File: config.mk
export PLATFORM = sky130hd
export DESIGN_NAME = branch_resolve_queue_flat
export DESIGN_NICKNAME = d
export VERILOG_FILES = /design/src/rtl/branch_resolve_queue_if.sv /design/src/rtl/branch_resolve_queue.sv /design/src/flat_wrapper.sv
export SDC_FILE = /design/constraint.sdc
export NUM_CORES = 1
export LEC_CHECK = 0
export ABC_AREA = 0
export CAP_MARGIN = 20
export CORE_MARGIN = 4
export CORE_UTILIZATION = 50
export DETAILED_ROUTE_END_ITERATION = 8
export PLACE_DENSITY = 0.76
export SLEW_MARGIN = 20
export SYNTH_ARGS = -nofsm -noshare
export SYNTH_HDL_FRONTEND = slang
export SYNTH_SLANG_ARGS = --single-unit
File: constraint.sdc
create_clock -name clk -period 17.4 [get_ports clk]
set_input_delay 1.74 -clock clk [delete_from_list [all_inputs] [get_ports clk]]
set_output_delay 1.74 -clock clk [all_outputs]
set_load 0.03 [all_outputs]
File: src/rtl/branch_resolve_queue_if.sv
// Purpose: signal bundle between the branch resolve queue and its fetch /
//          execute neighbours. The master side (fetch + execute) drives the
//          prediction pushes and resolutions. The slave side (the queue)
//          returns the push handshake, predictor training, redirect and status.
// Ports (interface members):
//   pred_valid/pred_ready/pred_taken/pred_index/pred_target/pred_fallthru
//     - fetch push of one predicted branch
//   res_valid/res_taken/res_target
//     - execute resolution of the oldest branch
//   upd_valid/upd_index/upd_taken
//     - one-cycle training pulse to the predictor table
//   mispredict/redirect_pc
//     - one-cycle redirect pulse and the correct next PC
//   count/err_underflow
//     - occupancy and the empty-resolve error pulse
interface branch_resolve_queue_if #(
  parameter int DEPTH = 8,
  parameter int PC_W  = 32,
  parameter int IDX_W = 6
);
  localparam int CNT_W = $clog2(DEPTH + 1);

  logic             pred_valid;
  logic             pred_ready;
  logic             pred_taken;
  logic [IDX_W-1:0] pred_index;
  logic [PC_W-1:0]  pred_target;
  logic [PC_W-1:0]  pred_fallthru;
  logic             res_valid;
  logic             res_taken;
  logic [PC_W-1:0]  res_target;
  logic             upd_valid;
  logic [IDX_W-1:0] upd_index;
  logic             upd_taken;
  logic             mispredict;
  logic [PC_W-1:0]  redirect_pc;
  logic [CNT_W-1:0] count;
  logic             err_underflow;

  modport master (
    output pred_valid, pred_taken, pred_index, pred_target, pred_fallthru,
    output res_valid, res_taken, res_target,
    input  pred_ready, upd_valid, upd_index, upd_taken,
    input  mispredict, redirect_pc, count, err_underflow
  );

  modport slave (
    input  pred_valid, pred_taken, pred_index, pred_target, pred_fallthru,
    input  res_valid, res_taken, res_target,
    output pred_ready, upd_valid, upd_index, upd_taken,
    output mispredict, redirect_pc, count, err_underflow
  );
endinterface

File: src/rtl/branch_resolve_queue.sv
// Purpose: in-order queue of fetch-time branch predictions. Each execute
//          resolution is checked against the oldest entry. The queue emits a
//          registered training update for the predictor. On a wrong
//          prediction it emits a redirect and flushes every younger entry.
// Ports:
//   clk   - clock
//   reset - synchronous, active-high reset
//   bus   - branch_resolve_queue_if slave modport (push, resolve, update,
//           redirect, count, underflow error)
module branch_resolve_queue #(
  parameter int DEPTH = 8,
  parameter int PC_W  = 32,
  parameter int IDX_W = 6
) (
  input  logic                   clk,
  input  logic                   reset,
  branch_resolve_queue_if.slave  bus
);
  localparam int PTR_W = $clog2(DEPTH);
  localparam int CNT_W = $clog2(DEPTH + 1);

  // Entry storage. It has no reset because occupancy is tracked by r_count.
  logic             r_taken    [DEPTH];
  logic [IDX_W-1:0] r_index    [DEPTH];
  logic [PC_W-1:0]  r_target   [DEPTH];
  logic [PC_W-1:0]  r_fallthru [DEPTH];

  logic [PTR_W-1:0] r_head;
  logic [PTR_W-1:0] r_tail;
  logic [CNT_W-1:0] r_count;

  logic             r_upd_valid;
  logic [IDX_W-1:0] r_upd_index;
  logic             r_upd_taken;
  logic             r_mispredict;
  logic [PC_W-1:0]  r_redirect_pc;
  logic             r_err_underflow;

  logic w_ready;
  logic w_push;
  logic w_resolve;
  logic w_underflow;
  logic w_wrong;
  logic w_flush;
  logic w_pop;

  // Push is refused in the redirect cycle so that wrong-path fetches never enter.
  assign w_ready     = !reset && (r_count < CNT_W'(DEPTH)) && !r_mispredict;
  assign w_push      = bus.pred_valid && w_ready;
  assign w_resolve   = bus.res_valid && (r_count != '0);
  assign w_underflow = bus.res_valid && (r_count == '0);

  // A taken/taken pair still mispredicts if the predicted target was wrong.
  assign w_wrong = (bus.res_taken != r_taken[r_head]) ||
                   (bus.res_taken && r_taken[r_head] &&
                    (bus.res_target != r_target[r_head]));
  assign w_flush = w_resolve && w_wrong;
  assign w_pop   = w_resolve && !w_wrong;

  // Entries are written at the tail. A push that coincides with a flush is
  // wrong-path and is dropped.
  always_ff @(posedge clk) begin
    if (w_push && !w_flush) begin
      r_taken[r_tail]    <= bus.pred_taken;
      r_index[r_tail]    <= bus.pred_index;
      r_target[r_tail]   <= bus.pred_target;
      r_fallthru[r_tail] <= bus.pred_fallthru;
    end
  end

  // The pointers wrap for free because DEPTH is a power of two. A flush
  // empties the queue outright instead of walking the pointers.
  always_ff @(posedge clk) begin
    if (reset) begin
      r_head  <= '0;
      r_tail  <= '0;
      r_count <= '0;
    end else if (w_flush) begin
      r_head  <= '0;
      r_tail  <= '0;
      r_count <= '0;
    end else begin
      if (w_push) r_tail <= r_tail + 1'b1;
      if (w_pop)  r_head <= r_head + 1'b1;
      case ({w_push, w_pop})
        2'b10:   r_count <= r_count + 1'b1;
        2'b01:   r_count <= r_count - 1'b1;
        default: r_count <= r_count;
      endcase
    end
  end

  // Training, redirect and error outputs are registered one-cycle pulses.
  // The index, direction and redirect PC hold between pulses.
  always_ff @(posedge clk) begin
    if (reset) begin
      r_upd_valid     <= 1'b0;
      r_upd_index     <= '0;
      r_upd_taken     <= 1'b0;
      r_mispredict    <= 1'b0;
      r_redirect_pc   <= '0;
      r_err_underflow <= 1'b0;
    end else begin
      r_upd_valid     <= w_resolve;
      r_mispredict    <= w_flush;
      r_err_underflow <= w_underflow;
      if (w_resolve) begin
        r_upd_index <= r_index[r_head];
        r_upd_taken <= bus.res_taken;
      end
      if (w_flush) begin
        r_redirect_pc <= bus.res_taken ? bus.res_target : r_fallthru[r_head];
      end
    end
  end

  assign bus.pred_ready    = w_ready;
  assign bus.upd_valid     = r_upd_valid;
  assign bus.upd_index     = r_upd_index;
  assign bus.upd_taken     = r_upd_taken;
  assign bus.mispredict    = r_mispredict;
  assign bus.redirect_pc   = r_redirect_pc;
  assign bus.count         = r_count;
  assign bus.err_underflow = r_err_underflow;
endmodule

File: src/flat_wrapper.sv
// flat-port wrapper written by rule: the top's interface ports become plain ports
module branch_resolve_queue_flat 
#(
  parameter int DEPTH = 8,
  parameter int PC_W  = 32,
  parameter int IDX_W = 6
)
  (clk, reset, bus_pred_valid, bus_pred_taken, bus_pred_index, bus_pred_target, bus_pred_fallthru, bus_res_valid, bus_res_taken, bus_res_target, bus_pred_ready, bus_upd_valid, bus_upd_index, bus_upd_taken, bus_mispredict, bus_redirect_pc, bus_count, bus_err_underflow);
  branch_resolve_queue_if #(.DEPTH(DEPTH), .PC_W(PC_W), .IDX_W(IDX_W)) bus_i ();
  input  logic clk;
  input  logic reset;
  input wire logic [$bits(bus_i.pred_valid)-1:0] bus_pred_valid;
  input wire logic [$bits(bus_i.pred_taken)-1:0] bus_pred_taken;
  input wire logic [$bits(bus_i.pred_index)-1:0] bus_pred_index;
  input wire logic [$bits(bus_i.pred_target)-1:0] bus_pred_target;
  input wire logic [$bits(bus_i.pred_fallthru)-1:0] bus_pred_fallthru;
  input wire logic [$bits(bus_i.res_valid)-1:0] bus_res_valid;
  input wire logic [$bits(bus_i.res_taken)-1:0] bus_res_taken;
  input wire logic [$bits(bus_i.res_target)-1:0] bus_res_target;
  output wire logic [$bits(bus_i.pred_ready)-1:0] bus_pred_ready;
  output wire logic [$bits(bus_i.upd_valid)-1:0] bus_upd_valid;
  output wire logic [$bits(bus_i.upd_index)-1:0] bus_upd_index;
  output wire logic [$bits(bus_i.upd_taken)-1:0] bus_upd_taken;
  output wire logic [$bits(bus_i.mispredict)-1:0] bus_mispredict;
  output wire logic [$bits(bus_i.redirect_pc)-1:0] bus_redirect_pc;
  output wire logic [$bits(bus_i.count)-1:0] bus_count;
  output wire logic [$bits(bus_i.err_underflow)-1:0] bus_err_underflow;
  assign bus_i.pred_valid = bus_pred_valid;
  assign bus_i.pred_taken = bus_pred_taken;
  assign bus_i.pred_index = bus_pred_index;
  assign bus_i.pred_target = bus_pred_target;
  assign bus_i.pred_fallthru = bus_pred_fallthru;
  assign bus_i.res_valid = bus_res_valid;
  assign bus_i.res_taken = bus_res_taken;
  assign bus_i.res_target = bus_res_target;
  assign bus_pred_ready = bus_i.pred_ready;
  assign bus_upd_valid = bus_i.upd_valid;
  assign bus_upd_index = bus_i.upd_index;
  assign bus_upd_taken = bus_i.upd_taken;
  assign bus_mispredict = bus_i.mispredict;
  assign bus_redirect_pc = bus_i.redirect_pc;
  assign bus_count = bus_i.count;
  assign bus_err_underflow = bus_i.err_underflow;
  branch_resolve_queue #(.DEPTH(DEPTH), .PC_W(PC_W), .IDX_W(IDX_W)) u_core (.clk(clk), .reset(reset), .bus(bus_i));
endmodule
==> results.sh <==
export IMPL_worstSkewPairLatency_ps=610
export IMPL_startpoint_type="flip-flop"
export IMPL_final_worst_path_cycle_share_pct=36.3
export IMPL_power_share_sequential_pct=52.4
export IMPL_fmax_mhz=158
export IMPL_drv_slew=0
export IMPL_skew_ps=19.5
export IMPL_depth_of_the_cts_h_tree=2
export IMPL_tightestPinTransition_ps=963
export IMPL_synthesis_nets=1312
export IMPL_synth_largest_area_cell="sky130_fd_sc_hd__edfxtp_1"
export IMPL_vias_per_cell=6.03
export IMPL_postCtsResizedCells=0
export IMPL_route_antenna_remaining_nets=0
export IMPL_timing_final_hold_violations=0
export IMPL_rsz0062_at_grt="false"
export IMPL_cts_tree="yes"
export IMPL_yosysTopAreaCellShare_pct=70.9
export IMPL_clock_tree_buffer_depth=3
export IMPL_drc=0
export IMPL_postSynth_topFlopCell="sky130_fd_sc_hd__edfxtp_1"
export IMPL_cell_with_the_most_instances_after_synthesis="sky130_fd_sc_hd__edfxtp_1"
export IMPL_cp_max_stage_cell="sky130_fd_sc_hd__dfxtp_4"
export IMPL_global_route_wire_length_before_repair_um=80300
export IMPL_number_of_synthesized_flops_with_an_enable_pin=568
export IMPL_grtUsageTotal_pct=21.1
export IMPL_worst_slew_margin_rel_pct=35.8
export IMPL_num_vias=12300
export IMPL_outcome="complete, no violations"
export IMPL_detailed_place_hpwl_um=32300
export IMPL_total_number_of_placement_rows=80
export IMPL_min_delay_path_class="flip-flop to flip-flop"
export IMPL_timing_critical_path_required_ps=17630
export IMPL_power_density_nw_per_um2=115
export IMPL_cpMostUsedCell="sky130_fd_sc_hd__buf_4"
export IMPL_grt_pass1_vias=12500
export IMPL_drtIter0Drc=1282
export IMPL_finalWorstPathRequiredPeriod_ps=6320
export IMPL_syn_instance_count=1198
export IMPL_pin_count_of_the_biggest_net_entering_global_routing=63
export IMPL_total_leakage_power_nw=8.62
export IMPL_setup_violations=0
export IMPL_synth_warning_count=0
export IMPL_synth_top_cells_by_area="sky130_fd_sc_hd__edfxtp_1 (71%), sky130_fd_sc_hd__mux4_2 (10%), sky130_fd_sc_hd__mux2i_1 (5.0%), sky130_fd_sc_hd__dfxtp_1 (4.6%), sky130_fd_sc_hd__a32o_1 (1.3%)"
export IMPL_p_sw_share_pct=22.5
export IMPL_wire_length_after_detailed_routing_um=54900
export IMPL_synth_async_reset_ratio_pct=0
export IMPL_netlist_area_um2=24100
export IMPL_gp_congestion=0.814
export IMPL_max_cap_violations=0
export IMPL_cts_num_sinks=623
export IMPL_final_setup_tns_ps=0
export IMPL_whs_ps=460
export IMPL_dr_pass1_iters=5
export IMPL_setup_worst_path_class="flip-flop to flip-flop"
export IMPL_crit_fanout=50
export IMPL_num_io_pins=155
export IMPL_grt_antenna_before_repair=8
export IMPL_ctsHoldBuffers=0
export IMPL_cts_buffers_inserted=59
export IMPL_start_util_pct=50.5
export IMPL_crit_end_category="flip-flop"
export IMPL_path_cells="buf_4, mux4_2, mux2i_1, xor2_1, nand4_1, nor4_1, nand4_1, a21o_2, a2111oi_4, buf_4, buf_4"
export IMPL_synthesis_area_per_instance_um2=20.1
export IMPL_worst_ir_drop_vdd_mv=0.0766
export IMPL_finalNetCount=1488
export IMPL_arrival_ps=6560
export IMPL_synth_yosys_seq_area_share_pct=75.5
export IMPL_synth_ff_latch_count=623
export IMPL_post_cts_repair_setup_buffers=0
export IMPL_die_w_um=227
export IMPL_wire_per_inst_um=26.9
export IMPL_area_growth_syn_to_layout_pct=17.3
export IMPL_floorplan_die_area_um2=51700
export IMPL_power_report_internal_total_w=0.00251
export IMPL_critical_path_max_stage_delay_ps=890
export IMPL_fp_dieH_um=227
export IMPL_power_spent_charging_and_discharging_nets_w=0.000727
export IMPL_share_of_total_power_in_the_clock_network_pct=37.6
export IMPL_global_route_overflow_total=0
export IMPL_drive_gt1_share_pct=15.8
export IMPL_port_buffers=154
export IMPL_ys_top_cells_by_count="sky130_fd_sc_hd__edfxtp_1 (568), sky130_fd_sc_hd__mux2i_1 (120), sky130_fd_sc_hd__mux4_2 (110), sky130_fd_sc_hd__dfxtp_1 (55), sky130_fd_sc_hd__nand2_1 (41)"
export IMPL_distinct_cell_type_count_of_the_synthesized_netlist=47
export IMPL_clk_transition_reported_paths_ps=60
export IMPL_core_area_um2=47600
export IMPL_combinationalPowerShare_pct=9.9
export IMPL_root_buffer="sky130_fd_sc_hd__clkbuf_16"
layer usage:
layer	part of all wire [%]	wire, um	vias to the layer above	GRT usage [%]
met5	0.11	60	-	0
met4	2.5	1370	8	6.60
met3	8.2	4520	97	4.36
met2	49	27000	515	34.5
met1	40	21900	6375	29.2
li1	-	-	5300	-
cell type report:
type / count / area (um2)
Antenna cell: 4 / 10.0
Clock buffer: 88 / 1650
Clock inverter: 20 / 165
Fill cell: 3394 / 19400
Inverter: 4 / 15.0
Multi-Input combinational cell: 506 / 5670
Sequential cell: 623 / 18200
Tap cell: 615 / 769
Timing Repair Buffer: 180 / 1770
state kept, by name, indices dropped and copies added, names as in the netlist, 3 cells and up, named ones only:
signal and count:
u_core.bus.count 4, u_core.bus.redirect_pc 32, u_core.bus.upd_index 6, u_core.r_fallthru 256
u_core.r_head 3, u_core.r_index 48, u_core.r_tail 3, u_core.r_taken 8
u_core.r_target 256
logic make-up (layout without fill, tap and decap cells):
| family | Yosys count | in the layout | share of synthesized area (%) |
|---|---|---|---|
| adders and majority gates | 6 | 6 | 0.312 |
| AOI/OAI and AO/OA | 136 | 136 | 4.28 |
| DFF | 623 | 623 | 75.5 |
| buffers and inverters | 69 | 292 | 1.36 |
| muxes | 231 | 231 | 15.3 |
| and+or+nand+nor | 101 | 101 | 2.10 |
| other | 0 | 4 | 0 |
| xor gates and xnor gates | 32 | 32 | 1.16 |
through the flow:
step	util, %	setup slack, ps	instances	cell area [um2]	power, W
after global routing	59.2	10600	2038	28200	0.00334
after CTS	59.1	10890	2034	28200	0.00326
after detailed placement	55.3	10900	1926	26300	0.00205
after floorplan	-	5830	1198	24100	0.00192
final	59.2	11080	2040	28200	0.00324
after global placement	55.3	10950	1926	26300	0.00204
placed cells by master (no fill, tap or decap), types with 5 or more instances in the layout:
master                            count
sky130_fd_sc_hd__a211oi_1             6
sky130_fd_sc_hd__and2_1              11
sky130_fd_sc_hd__edfxtp_1           568
sky130_fd_sc_hd__nor2b_1              5
sky130_fd_sc_hd__a32o_1              32
sky130_fd_sc_hd__clkdlybuf4s50_1    153
sky130_fd_sc_hd__a22oi_1             16
sky130_fd_sc_hd__nor4_1               5
sky130_fd_sc_hd__clkinv_2             5
sky130_fd_sc_hd__and3_1               8
sky130_fd_sc_hd__o21ai_0             34
sky130_fd_sc_hd__a22o_1               8
sky130_fd_sc_hd__buf_4               24
sky130_fd_sc_hd__nand2_1             41
sky130_fd_sc_hd__dfxtp_1             52
sky130_fd_sc_hd__nor2_1              12
sky130_fd_sc_hd__xor2_1              28
sky130_fd_sc_hd__mux4_2             110
sky130_fd_sc_hd__clkbuf_1            25
sky130_fd_sc_hd__mux2i_1            120
sky130_fd_sc_hd__a21oi_1             12
sky130_fd_sc_hd__ha_1                 6
sky130_fd_sc_hd__clkbuf_16           61
sky130_fd_sc_hd__nand4_1              5
sky130_fd_sc_hd__a221oi_1             8
sky130_fd_sc_hd__clkinv_1            11
power by group through the flow:
stage / clock, W / sequential [W] / combinational, W
2_1_floorplan: 0 / 0.00173 / 0.000193
3_3_place_gp: 0 / 0.00173 / 0.000314
3_5_place_dp: 0 / 0.00173 / 0.000320
4_1_cts: 0.00124 / 0.00170 / 0.000322
5_1_grt: 0.00130 / 0.00170 / 0.000342
6_report: 0.00122 / 0.00170 / 0.000322
path summary, 6_finish.rpt:
check | from | to | slack, ps | cells after the start
hold reg to reg | u_core.bus.upd_taken | u_core.bus.upd_taken | 460 | 2
setup / recovery | flip-flop | u_core.r_fallthru[3][8] | 11080 | 11
setup reg to reg | flip-flop | u_core.r_fallthru[3][8] | 11080 | 11
hold / removal | u_core.bus.upd_taken | u_core.bus.upd_taken | 460 | 2
critical path: cells and delay by family, from the launching register on:
kind                   cells  cell delay [ps]
AO/OA/AOI/OAI              2             1130
XOR/XNOR                   1              170
buffers and inverters      3             1920
flip-flops                 1              890
multiplexers               2              760
AND/OR/NAND/NOR            3              980
Power figures use the tool's default switching activity.
